**config.mk**
```make
export PLATFORM = sky130hd
export DESIGN_NAME = voice_allocator_flat
export DESIGN_NICKNAME = d
export VERILOG_FILES = /design/src/rtl/voice_allocator_if.sv /design/src/rtl/voice_allocator.sv /design/src/flat_wrapper.sv
export SDC_FILE = /design/constraint.sdc
export NUM_CORES = 1
export LEC_CHECK = 0
export ABC_AREA = 1
export BUFFER_PORTS_ARGS = -buffer_cell sky130_fd_sc_hd__buf_2
export CAP_MARGIN = 20
export CORE_ASPECT_RATIO = 2
export CORE_MARGIN = 5
export CORE_UTILIZATION = 50
export DETAILED_ROUTE_END_ITERATION = 7
export PLACE_DENSITY = 0.68
export SETUP_SLACK_MARGIN = 0.4
export SLEW_MARGIN = 20
export SYNTH_ARGS = -nofsm -noshare
export SYNTH_HDL_FRONTEND = slang
export SYNTH_SLANG_ARGS = --single-unit
```
**constraint.sdc**
```tcl
create_clock -name CLK -period 6.2 [get_ports CLK]
set_clock_uncertainty 0.15 [all_clocks]
set_input_delay 1.86 -clock CLK [delete_from_list [all_inputs] [get_ports CLK]]
set_output_delay 1.86 -clock CLK [all_outputs]
set_load 0.01 [all_outputs]
```
**src/rtl/voice_allocator_if.sv**
```systemverilog
// voice_allocator_if: key switch inputs and voice control outputs of the polyphony allocator
interface voice_allocator_if #(
    parameter int NUM_KEYS   = 15,
    parameter int NUM_VOICES = 4
);
    logic                      ENABLE;
    logic [NUM_KEYS-1:0]       Switch;
    logic [NUM_VOICES-1:0]     VOICE_GATE;
    logic [4*NUM_VOICES-1:0]   VOICE_NOTE;
    logic [NUM_VOICES-1:0]     VOICE_START;
    logic                      VOICE_FULL;
    modport master (output ENABLE, Switch, input VOICE_GATE, VOICE_NOTE, VOICE_START, VOICE_FULL);
    modport slave  (input ENABLE, Switch, output VOICE_GATE, VOICE_NOTE, VOICE_START, VOICE_FULL);
endinterface

```
**src/rtl/voice_allocator.sv**
```systemverilog
// voice_allocator: scans keys one per clock, assigns pressed keys to free voices, steals the oldest when full
module voice_allocator #(
    parameter int NUM_KEYS   = 15,
    parameter int NUM_VOICES = 4
) (
    input logic             CLK,
    input logic             RESET_N,
    voice_allocator_if.slave bus
);
    localparam int VW = NUM_VOICES > 1 ? $clog2(NUM_VOICES) : 1;
    typedef enum logic [1:0] {IDLE, ACTIVE, STOLEN} key_t;
    logic [NUM_KEYS-1:0]   sw_meta, sw;
    logic [3:0]            idx, idx_n;
    key_t                  kst [NUM_KEYS];
    key_t                  kst_n [NUM_KEYS];
    logic [VW-1:0]         kv [NUM_KEYS];
    logic [VW-1:0]         kv_n [NUM_KEYS];
    logic [3:0]            age [NUM_VOICES];
    logic [3:0]            age_n [NUM_VOICES];
    logic [3:0]            note [NUM_VOICES];
    logic [3:0]            note_n [NUM_VOICES];
    logic [NUM_VOICES-1:0] gate, gate_n, start, start_n;
    logic [VW-1:0]         free_v, old_v, alloc_v;
    logic                  free_found;
    logic [3:0]            old_age;

    always_ff @(posedge CLK) begin
        if (!RESET_N) begin
            sw_meta <= '0;
            sw      <= '0;
            idx     <= '0;
            gate    <= '0;
            start   <= '0;
            for (int k = 0; k < NUM_KEYS; k++) begin
                kst[k] <= IDLE;
                kv[k]  <= '0;
            end
            for (int v = 0; v < NUM_VOICES; v++) begin
                age[v]  <= '0;
                note[v] <= '0;
            end
        end else begin
            sw_meta <= bus.Switch;
            sw      <= sw_meta;
            idx     <= idx_n;
            kst     <= kst_n;
            kv      <= kv_n;
            age     <= age_n;
            note    <= note_n;
            gate    <= gate_n;
            start   <= start_n;
        end
    end

    always_comb begin
        free_found = 1'b0;
        free_v     = '0;
        for (int v = NUM_VOICES - 1; v >= 0; v--)
            if (!gate[v]) begin
                free_found = 1'b1;
                free_v     = VW'(v);
            end
        // strict greater-than keeps the lowest index on equal ages
        old_v   = '0;
        old_age = age[0];
        for (int v = 1; v < NUM_VOICES; v++)
            if (age[v] > old_age) begin
                old_v   = VW'(v);
                old_age = age[v];
            end
        alloc_v = free_found ? free_v : old_v;
        idx_n   = idx;
        kst_n   = kst;
        kv_n    = kv;
        age_n   = age;
        note_n  = note;
        gate_n  = gate;
        start_n = '0;
        if (!bus.ENABLE) begin
            idx_n  = '0;
            gate_n = '0;
            for (int k = 0; k < NUM_KEYS; k++) kst_n[k] = IDLE;
            for (int v = 0; v < NUM_VOICES; v++) age_n[v] = '0;
        end else begin
            idx_n = (idx == 4'(NUM_KEYS - 1)) ? '0 : idx + 4'd1;
            if (kst[idx] == IDLE && sw[idx]) begin
                for (int v = 0; v < NUM_VOICES; v++)
                    age_n[v] = (VW'(v) == alloc_v) ? '0 :
                               (gate[v] && age[v] != 4'hf) ? age[v] + 4'd1 : age[v];
                if (gate[alloc_v]) kst_n[note[alloc_v]] = STOLEN;
                kst_n[idx]       = ACTIVE;
                kv_n[idx]        = alloc_v;
                gate_n[alloc_v]  = 1'b1;
                note_n[alloc_v]  = idx;
                start_n[alloc_v] = 1'b1;
            end else if (kst[idx] == ACTIVE && !sw[idx]) begin
                gate_n[kv[idx]] = 1'b0;
                age_n[kv[idx]]  = '0;
                kst_n[idx]      = IDLE;
            end else if (kst[idx] == STOLEN && !sw[idx]) begin
                kst_n[idx] = IDLE;
            end
        end
    end

    always_comb begin
        bus.VOICE_GATE  = gate;
        bus.VOICE_START = start;
        bus.VOICE_FULL  = &gate;
        bus.VOICE_NOTE  = '0;
        for (int v = 0; v < NUM_VOICES; v++) bus.VOICE_NOTE[4*v+:4] = note[v];
    end
endmodule
```
**src/flat_wrapper.sv**
```systemverilog
// flat-port wrapper written by rule: the top's interface ports become plain ports
module voice_allocator_flat 
#(
    parameter int NUM_KEYS   = 15,
    parameter int NUM_VOICES = 4
)
  (CLK, RESET_N, bus_ENABLE, bus_Switch, bus_VOICE_GATE, bus_VOICE_NOTE, bus_VOICE_START, bus_VOICE_FULL);
  voice_allocator_if #(.NUM_KEYS(NUM_KEYS), .NUM_VOICES(NUM_VOICES)) bus_i ();
  input logic CLK;
  input logic RESET_N;
  input wire logic [$bits(bus_i.ENABLE)-1:0] bus_ENABLE;
  input wire logic [$bits(bus_i.Switch)-1:0] bus_Switch;
  output wire logic [$bits(bus_i.VOICE_GATE)-1:0] bus_VOICE_GATE;
  output wire logic [$bits(bus_i.VOICE_NOTE)-1:0] bus_VOICE_NOTE;
  output wire logic [$bits(bus_i.VOICE_START)-1:0] bus_VOICE_START;
  output wire logic [$bits(bus_i.VOICE_FULL)-1:0] bus_VOICE_FULL;
  assign bus_i.ENABLE = bus_ENABLE;
  assign bus_i.Switch = bus_Switch;
  assign bus_VOICE_GATE = bus_i.VOICE_GATE;
  assign bus_VOICE_NOTE = bus_i.VOICE_NOTE;
  assign bus_VOICE_START = bus_i.VOICE_START;
  assign bus_VOICE_FULL = bus_i.VOICE_FULL;
  voice_allocator #(.NUM_KEYS(NUM_KEYS), .NUM_VOICES(NUM_VOICES)) u_core (.CLK(CLK), .RESET_N(RESET_N), .bus(bus_i));
endmodule
```
==> results.md <==
* Critical-path maximum fanout at 18
* Fill cells at 1327
* CTS tree: yes
* GRT overflow at 0
* Data arrival time of the critical path at 5.17 ns
* CP dominant cell by count: nand2_1
* Final wirelength at 18600 µm
* Row cnt at 60
* P_leak at 3.48 nW
* Area of the multi-input gates at 3300 µm²
* Leading cell type in the layout, fill and taps excluded: nand2_1
* Wire per inst at 15.3 µm
* Register area at 2680 µm²
* Final nets at 1085
* ANT cells at 0
* Final worst-path cycle share at 81.0%
* Syn avg cell area at 6.62 µm²
* Clock period minus worst slack at 5.02 ns
* Post-route ant nets at 0
* Largest net degree at the start of global routing at 68
* Gate Count Post-Synth at 1017
* Max stage delay on crit path at 0.48 ns
* Dpl hpwl at 13400 µm
* Clk_lat worst skew at 0.43 ns
* # resized after CTS at 0
* Clock tree buffer depth at 2
* Remaining routing DRC violations at 0
* P per Cell Area at 271 nW/µm²
* Num CTS Buffers at 17
* 1st-iter DRT viols at 416
* Post-synthesis sequential area ratio at 39.8%
* Vias in the first global route at 6329
* CTS Hold Bufs at 0
* Layout cells sized above 1 at 10.2%
* Worst hold path class: register to register
* Final Slew Violations at 0
* Slew of the pin with the lowest slew margin at 0.708 ns
* Critical Path Start Type: register
* Tot GR Track Use at 23.7%
* Slowest CP cell: clkinv_1
* Clock Pin Slew Worst Setup and Hold Paths at 0.06 ns
* Worst VDD drop at 0.214 mV
* Max-cap violation count at 0
* Die H at 174 µm
* Placer congestion estimate at 0.888
* Hold Violations, Final at 0
* Antenna violations before repair at 0
* Vias at 6526
* Slew HR at 52.7%
* Critical path class: register to register
* Yosys warns at 0
* H-tree depth at 4
* Area Overhead vs Synth at 13.6%
* Crit end category: register
* Required time of the critical path at 6.35 ns
* RSZ-0062 raised after global routing: no
* Setup TNS at 0 ns
* Commonest non-fill, non-tap cells in the layout: 242 x nand2_1, 150 x inv_1, 134 x dfxtp_1
* 1st-pass router iterations at 5
* Root buffer cell: clkbuf_16
* Post-synth net total at 1055
* TritonCTS sink count at 134
* Initial Util at 50.4%
* Synth Register Bits at 134
* Status: complete, no violations
* Post-Syn Area at 6730 µm²
* Finish-stage setup viols at 0
* F_max at 199 MHz
* Postcts setup bufs at 0
* Die Wd at 92.1 µm
* Netlist cell types at 31
* I/O Buffers at 42
* I/O pin total at 43
* First-pass GRT wire length at 30100 µm
* Die area at 16000 µm²
* Via density per instance at 5.37
* CORE AREA at 13400 µm²
* Final core area utilization at 57.3%
critical path: cells and delay by family, from the launching register on:
family / cells / cell delay [ns]
adders and majority gates: 3 / 0.89
AOI/OAI and AO/OA: 5 / 0.63
and+or+nand+nor: 17 / 2.00
DFF: 1 / 0.39
buffers and inverters: 6 / 0.83
sequential cells by signal, summed over array words and instances (netlist names):
name,cells
u_core.bus.VOICE_NOTE,16
u_core.idx,4
u_core.age,16
u_core.sw_meta,15
u_core.kst,30
u_core.kv,30
u_core.bus.VOICE_START,4
u_core.sw,15
u_core.bus.VOICE_GATE,4
path summary, 6_finish.rpt:
| path | startpoint | end | slack, ns | depth (start not counted) |
|---|---|---|---|---|
| min | u_core.sw_meta[10] | u_core.sw[10] | 0.26 | 2 |
| max reg2reg | u_core.age[14] | u_core.kst[0] | 1.18 | 31 |
| max | u_core.age[14] | u_core.kst[0] | 1.18 | 31 |
| min reg2reg | u_core.sw_meta[10] | u_core.sw[10] | 0.26 | 2 |
cell families (layout without fill, tap and decap cells):
| kind of cell | after synthesis | in the layout | share of synthesized area [%] |
|---|---|---|---|
| AOI/OAI and AO/OA | 230 | 230 | 17.7 |
| xor gates and xnor gates | 5 | 5 | 0.650 |
| adders and majority gates | 20 | 20 | 3.72 |
| buffers and inverters | 200 | 243 | 11.5 |
| DFF | 134 | 134 | 39.8 |
| and+or+nand+nor | 428 | 428 | 26.6 |
cell type report:
type / instances / area share [%]
multi-input combinational: 683 / 43.1
sequential: 134 / 35.1
inverter: 161 / 7.90
clock buffer: 17 / 5.56
timing repair buffer: 50 / 3.53
tap: 155 / 2.53
clock inverter: 15 / 2.27
cells in the mapped netlist:
cell type	instances	area share, %
a21oi_1	102	7.6
inv_2	5	0.28
xor2_1	4	0.52
a22oi_1	9	1.0
nand2_1	244	14
inv_1	150	8.4
o22ai_1	2	0.19
nand3_2	3	0.45
nor3_2	2	0.30
o21ai_0	106	7.9
nand4_1	5	0.46
or2_2	3	0.28
nor3_1	10	0.74
ha_1	20	3.7
nor2_1	88	4.9
nand3_1	60	4.5
o221ai_1	1	0.13
a211oi_1	1	0.11
nor2_4	2	0.33
xnor2_1	1	0.13
nand2_2	4	0.37
buf_1	1	0.056
a31oi_1	1	0.093
dfxtp_1	134	40
o21bai_1	4	0.45
clkbuf_1	21	1.2
nand3b_1	3	0.33
buf_2	17	1.3
o21ai_1	4	0.30
nor2_2	4	0.37
clkinv_1	6	0.33
through the flow:
stage / instance area [µm²] / power [mW] / std cells / hold slack [ns] / worst slack [ns]
finish: 7650 / 2.08 / 1215 / 0.259 / 1.18
global route: 7650 / 2.15 / 1215 / 0.273 / 0.490
CTS: 7630 / 2.09 / 1215 / 0.260 / 0.633
detailed placement: 7030 / 1.06 / 1183 / 0.245 / 0.649
global placement: 7030 / 1.06 / 1183 / 0.244 / 0.791
floorplan: 6730 / 1.02 / 1017 / 0.240 / 2.06
per-layer routing:
| layer | vias to the layer above | global-route usage, % | routed length, µm |
|---|---|---|---|
| met5 | - | 0 | 0 |
| met4 | 0 | 14.4 | 1070 |
| met3 | 85 | 4.59 | 825 |
| met2 | 188 | 43.1 | 9740 |
| met1 | 2956 | 24.4 | 6930 |
| li1 | 3297 | - | - |
report_power, final:
| group | switching (mW) | internal [mW] |
|---|---|---|
| combinational | 0.117 | 0.0427 |
| sequential | 0.00687 | 0.877 |
| clock | 0.453 | 0.578 |
| total | 0.577 | 1.50 |
Power figures use the tool's default switching activity.
